`config.mk`:
```
export PLATFORM = sky130hd
export DESIGN_NAME = watch_time_core
export DESIGN_NICKNAME = d
export VERILOG_FILES = /design/src/rtl/watch_time_core.sv
export SDC_FILE = /design/constraint.sdc
export NUM_CORES = 1
export LEC_CHECK = 0
export ABC_AREA = 1
export BUFFER_PORTS_ARGS = -buffer_cell sky130_fd_sc_hd__clkbuf_2
export CELL_PAD_IN_SITES_DETAIL_PLACEMENT = 1
export CELL_PAD_IN_SITES_GLOBAL_PLACEMENT = 1
export CORE_MARGIN = 4
export CORE_UTILIZATION = 35
export CTS_BUF_LIST = sky130_fd_sc_hd__clkbuf_2 sky130_fd_sc_hd__clkbuf_4 sky130_fd_sc_hd__clkbuf_8
export DETAILED_ROUTE_END_ITERATION = 6
export PLACE_DENSITY_LB_ADDON = 0.1
export RECOVER_POWER = 100
export SKIP_LAST_GASP = 1
export SYNTH_ARGS = -nofsm -noshare
export SYNTH_HDL_FRONTEND = slang
export SYNTH_SLANG_ARGS = --single-unit
```
`constraint.sdc`:
```
create_clock -name clk -period 1.65 [get_ports clk]
set_input_delay 0.0825 -clock clk [delete_from_list [all_inputs] [get_ports clk]]
set_output_delay 0.0825 -clock clk [all_outputs]
set_load 0.005 [all_outputs]
```
`src/rtl/watch_time_core.sv`:
```
// Time-of-day counter (sub/sec/min/hour) with a built-in tick prescaler, per-field wrap adjust,
// a deferred tick that survives adjust collisions, and 12/24 h display. Alarm: WATCH_ALARM_EN.
module watch_time_core #(
    parameter int unsigned CLK_HZ    = 100_000_000,
    parameter int unsigned TICK_HZ   = 100,
    parameter int unsigned INIT_HOUR = 12,
    parameter int unsigned INIT_MIN  = 0,
    parameter int unsigned INIT_SEC  = 0
) (
    input  logic       clk,
    input  logic       rst,
    input  logic       adj_up,
    input  logic       adj_down,
    input  logic [7:0] uart_rx,
    input  logic       uart_rx_done,
    input  logic [1:0] field_sel,
    input  logic       mode_12h,
`ifdef WATCH_ALARM_EN
    input  logic [4:0] alarm_hour,
    input  logic [5:0] alarm_min,
    input  logic       alarm_en,
    output logic       alarm_hit,
`endif
    output logic [6:0] msec,
    output logic [5:0] sec,
    output logic [5:0] min,
    output logic [4:0] hour,
    output logic [4:0] hour_disp,
    output logic       pm,
    output logic       sec_tick
);

    localparam int unsigned DIV = CLK_HZ / TICK_HZ;
    localparam int unsigned PW  = (DIV > 1) ? $clog2(DIV) : 1;

    localparam logic [PW-1:0] PRESC_MAX = PW'(DIV - 1);
    localparam logic [6:0]    SUB_MAX   = 7'(TICK_HZ - 1);
    localparam logic [5:0]    SEC_INIT  = 6'(INIT_SEC);
    localparam logic [5:0]    MIN_INIT  = 6'(INIT_MIN);
    localparam logic [4:0]    HOUR_INIT = 5'(INIT_HOUR);

    logic [PW-1:0] presc_q, presc_d;
    logic [6:0]    sub_q, sub_d;
    logic [5:0]    sec_q, sec_d;
    logic [5:0]    min_q, min_d;
    logic [4:0]    hour_q, hour_d;
    logic          pend_q, pend_d;
    logic          sec_tick_q, sec_tick_d;

    logic tick, load, up_req, down_req, step, advance;

    // Wrap a field value by one in either direction, independent of its neighbours.
    function automatic logic [6:0] wrap_step(input logic [6:0] v, input logic [6:0] max,
                                             input logic up);
        if (up) begin
            return (v == max) ? 7'd0 : v + 7'd1;
        end
        return (v == 7'd0) ? max : v - 7'd1;
    endfunction

    assign tick     = (presc_q == PRESC_MAX);
    assign load     = uart_rx_done && (uart_rx == 8'h52 || uart_rx == 8'h72);
    assign up_req   = adj_up   || (uart_rx_done && (uart_rx == 8'h55 || uart_rx == 8'h75));
    assign down_req = adj_down || (uart_rx_done && (uart_rx == 8'h44 || uart_rx == 8'h64));
    assign step     = up_req ^ down_req;

    always_comb begin
        presc_d = tick ? '0 : presc_q + 1'b1;
        sub_d   = sub_q;
        sec_d   = sec_q;
        min_d   = min_q;
        hour_d  = hour_q;
        pend_d  = pend_q;
        advance = 1'b0;
        if (load) begin
            sub_d  = 7'd0;
            sec_d  = SEC_INIT;
            min_d  = MIN_INIT;
            hour_d = HOUR_INIT;
            pend_d = 1'b0;
        end else if (step) begin
            // A tick landing on an adjust cycle is deferred, not dropped.
            pend_d = pend_q | tick;
            unique case (field_sel)
                2'b00: sub_d  = wrap_step(sub_q, SUB_MAX, up_req);
                2'b01: sec_d  = 6'(wrap_step({1'b0, sec_q}, 7'd59, up_req));
                2'b10: min_d  = 6'(wrap_step({1'b0, min_q}, 7'd59, up_req));
                2'b11: hour_d = 5'(wrap_step({2'b00, hour_q}, 7'd23, up_req));
            endcase
        end else if (tick || pend_q) begin
            advance = 1'b1;
            pend_d  = tick & pend_q;
            if (sub_q == SUB_MAX) begin
                sub_d = 7'd0;
                if (sec_q == 6'd59) begin
                    sec_d = 6'd0;
                    if (min_q == 6'd59) begin
                        min_d  = 6'd0;
                        hour_d = (hour_q == 5'd23) ? 5'd0 : hour_q + 5'd1;
                    end else begin
                        min_d = min_q + 6'd1;
                    end
                end else begin
                    sec_d = sec_q + 6'd1;
                end
            end else begin
                sub_d = sub_q + 7'd1;
            end
        end
    end

    assign sec_tick_d = advance && (sub_q == SUB_MAX);

    always_ff @(posedge clk or posedge rst) begin
        if (rst) begin
            presc_q    <= '0;
            sub_q      <= 7'd0;
            sec_q      <= SEC_INIT;
            min_q      <= MIN_INIT;
            hour_q     <= HOUR_INIT;
            pend_q     <= 1'b0;
            sec_tick_q <= 1'b0;
        end else begin
            presc_q    <= presc_d;
            sub_q      <= sub_d;
            sec_q      <= sec_d;
            min_q      <= min_d;
            hour_q     <= hour_d;
            pend_q     <= pend_d;
            sec_tick_q <= sec_tick_d;
        end
    end

`ifdef WATCH_ALARM_EN
    logic alarm_hit_q, alarm_hit_d;

    // Only a natural advance can fire the alarm; adjusts and loads never do.
    always_comb begin
        alarm_hit_d = advance && alarm_en && (hour_d == alarm_hour) && (min_d == alarm_min) &&
                      (sec_d == 6'd0) && (sub_d == 7'd0);
    end

    always_ff @(posedge clk or posedge rst) begin
        if (rst) begin
            alarm_hit_q <= 1'b0;
        end else begin
            alarm_hit_q <= alarm_hit_d;
        end
    end

    assign alarm_hit = alarm_hit_q;
`endif

    always_comb begin
        hour_disp = hour_q;
        if (mode_12h) begin
            if (hour_q == 5'd0) begin
                hour_disp = 5'd12;
            end else if (hour_q > 5'd12) begin
                hour_disp = hour_q - 5'd12;
            end
        end
    end

    assign msec     = sub_q;
    assign sec      = sec_q;
    assign min      = min_q;
    assign hour     = hour_q;
    assign pm       = (hour_q >= 5'd12);
    assign sec_tick = sec_tick_q;

endmodule
```
==> reports/qor.csv <==
stage,metric,value,unit
run,cap_violations,0,
worst_setup_path,cp_top_family,flip-flops,
worst_setup_path,slowest_stage,dfstp_2,
timing,whs,0.247,ns
timing,hold_violations,0,
timing,slew_violations,0,
timing,skew,0.00715,ns
synth,synthesis.instances,569,
hold_path,hold_class,in -> reg,
placed_design,portBuffers,45,
final_layout,nets,719,
grt,grt_pass1_vias,4197,
worst_setup_path,cp_max_fo,5,
grt,grt_max_degree,31,
route,drtIter0Drc,126,
floorplanning,die_width,114,µm
floorplanning,pin_count,47,
timing,finalWorstSetupSlack,-0.0624,ns
final_layout,final_cells,828,
worst_setup_path,worst_ep_required_time,1.57,ns
synth,async_flop_share,1.00,
final_layout,final_cell_mix,"nand2_1 (146), buf_4 (69), inv_1 (64), nor2_1 (54)",
final_layout,area_delta_synth_final,32.9,%
timing,rsz0062_at_grt,true,
clock_tree,cts_made_buffers,5,
synth,syn_nets,601,
final_layout,final_common_cell,nand2_1,
synth,yosysWarnings,0,
clock_tree,cts_tree,done,
route,drc,0,
run_status,status,finished with violations,
route,wl,11900,µm
synth,avgSynthCellArea,6.93,µm²
synth,synth_edf_count,0,
clock_tree,clk_pin_slew,0.09,ns
timing,relSlewSlack,0.537,
clock_tree,cts_buffer_depth,2,
route,viasPerCell,4.96,
clock_tree,cts.sinks,46,
final_layout,fillerInstances,1432,
placed_design,place_congestion,0.875,
synth,synth_top_area_share,0.279,
worst_setup_path,cp.arrival,1.63,ns
route,wl_per_cell,14.4,µm
timing,finalCriticalPeriod,1.71,ns
clock_tree,htree_levels,2,
synth,synth_area_leaders,"dfrtp_1 (28%), nand2_1 (15%), inv_1 (7.0%), nand3_1 (6.3%), nor2_1 (6.0%)",
final_layout,diodes,0,
floorplanning,core-area,0.0109,mm²
synth,yosysSeqAreaShare,0.293,
floorplanning,dieHeight,114,µm
worst_setup_path,crit_chain,ha_4 > nand3_4 > nand3_2 > inv_2 > o211ai_1 > buf_2,
route,dr.pass1.iters,4,
pwr,ir_drop,0.000670,V
synth,ys_types,40,
timing,fmax,584,MHz
grt,grt_pass1_wl,20200,µm
grt,antenna_found_initial,0,
worst_setup_path,start_kind,register,
synth,ys_ff_latch,46,
synth,synth-main-ff-cell,dfrtp_1,
placed_design,hpwl,9280,µm
worst_setup_path,max_stage_delay,0.61,ns
clock_tree,worstSkewPairLatency,0.31,ns
grt,grt_usage,0.188,
run_status,violations,setup timing,
timing,worstMarginPinSlew,0.693,ns
worst_setup_path,worst-path-buf-inv,2,
synth,synthesis.area,0.00394,mm²
worst_setup_path,critPathKind,reg -> out,
final_layout,drive_gt1_frac,0.333,
route,postRouteAntennaNets,0,
pwr,p_leak,2.75,nW
floorplanning,initial_core_util,0.361,
synth,synth_top_cell_by_area,dfrtp_1,
timing,setup_violations,9,
timing,period_share,1.04,
placed_design,dp_cells,801,
grt,gr-total-overflow,0,
clock_tree,clock-root-buffer,clkbuf_8,
worst_setup_path,end_kind,primary output,
route,vias,4110,
floorplanning,dieArea,0.0130,mm²
pwr,power_density,1250,mW/mm²
floorplanning,num_rows,38,
-- sequential cells by signal, summed over array words and instances, names as in the netlist --
name,flops
presc_q,20
min,6
sec,6
hour,5
sec_tick,1
pend_q,1
msec,7
-- cell type report --
class	instances	area (µm²)	share of cell area
inverters	75	284	0.0542
multi-input cells	434	2660	0.508
flip-flops and latches	46	1160	0.221
clock inverters	2	13.8	0.00263
well taps	140	175	0.0334
clock buffers	6	76.3	0.0146
repair buffers	125	870	0.166
-- cell families after synthesis --
| family | count (synthesis) | share of synthesized area |
|---|---|---|
| AND/OR/NAND/NOR | 338 | 0.414 |
| buffers and inverters | 89 | 0.0962 |
| AO/OA/AOI/OAI | 58 | 0.0971 |
| flip-flops | 46 | 0.293 |
| XOR/XNOR | 22 | 0.0489 |
| adder cells (fa/ha/maj) | 16 | 0.0508 |
-- synth_stat cells, types with 7 or more instances --
master and number:
a21oi_1 20, dfrtp_1 44, ha_1 16, inv_1 74, nand2_1 156, nand3_1 50
nand4_1 22, nor2_1 63, nor2_2 7, o211ai_1 8, o21ai_0 18, xor2_1 18
-- power by group --
| part | internal (mW) | switching [mW] | leakage [nW] |
|---|---|---|---|
| Clock | 0.317 | 0.413 | 0.0486 |
| Sequential | 1.40 | 0.392 | 0.583 |
| Combinational | 1.82 | 2.23 | 2.12 |
-- routing by layer --
metal	share of wire	track usage
met3	0.021	0.0243
met4	0.013	0.0348
met1	0.48	0.262
met5	0	0
met2	0.48	0.316
-- worst min-delay path, cell delays in order --
cell and delay (ns):
clkbuf_2 0.13, o211ai_4 0.15, nand3_2 0.10, nand2_1 0.04
-- path summary, 6_finish.rpt --
kind,start,to,slack (ns),cells past startpoint
max reg2reg,hour[2],hour[0],-0.02,12
max in group asynchronous,rst,hour[2],0.27,4
min in group asynchronous,rst,msec[0],0.40,3
min,field_sel[0],min[4],0.25,4
max,hour[2],hour_disp[3],-0.06,6
min reg2reg,presc_q[19],presc_q[19],0.56,2
-- metrics by stage --
stage          setup WS (ns)  power [mW]  setup TNS [ns]   util  instance area, µm²
4_1_cts              -0.0867        6.52          -0.798  0.464                5070
3_3_place_gp        -0.00313        5.27        -0.00581  0.434                4750
6_report             -0.0624        6.57          -0.236  0.479                5240
2_1_floorplan         0.0181        4.02               0      -                3950
3_5_place_dp         -0.0593        5.39          -0.809  0.434                4750
5_1_grt               -0.185        7.26           -3.19  0.479                5240
-- repair_timing --
action	in CTS	in global routing
pin swaps	14	18
buffers inserted	9	11
endpoints found under the hold margin	16	0
gates resized for setup	40	47
setup endpoints to repair	30	34
hold buffers	1	0
No activity file was read; power rests on OpenSTA's default activity.
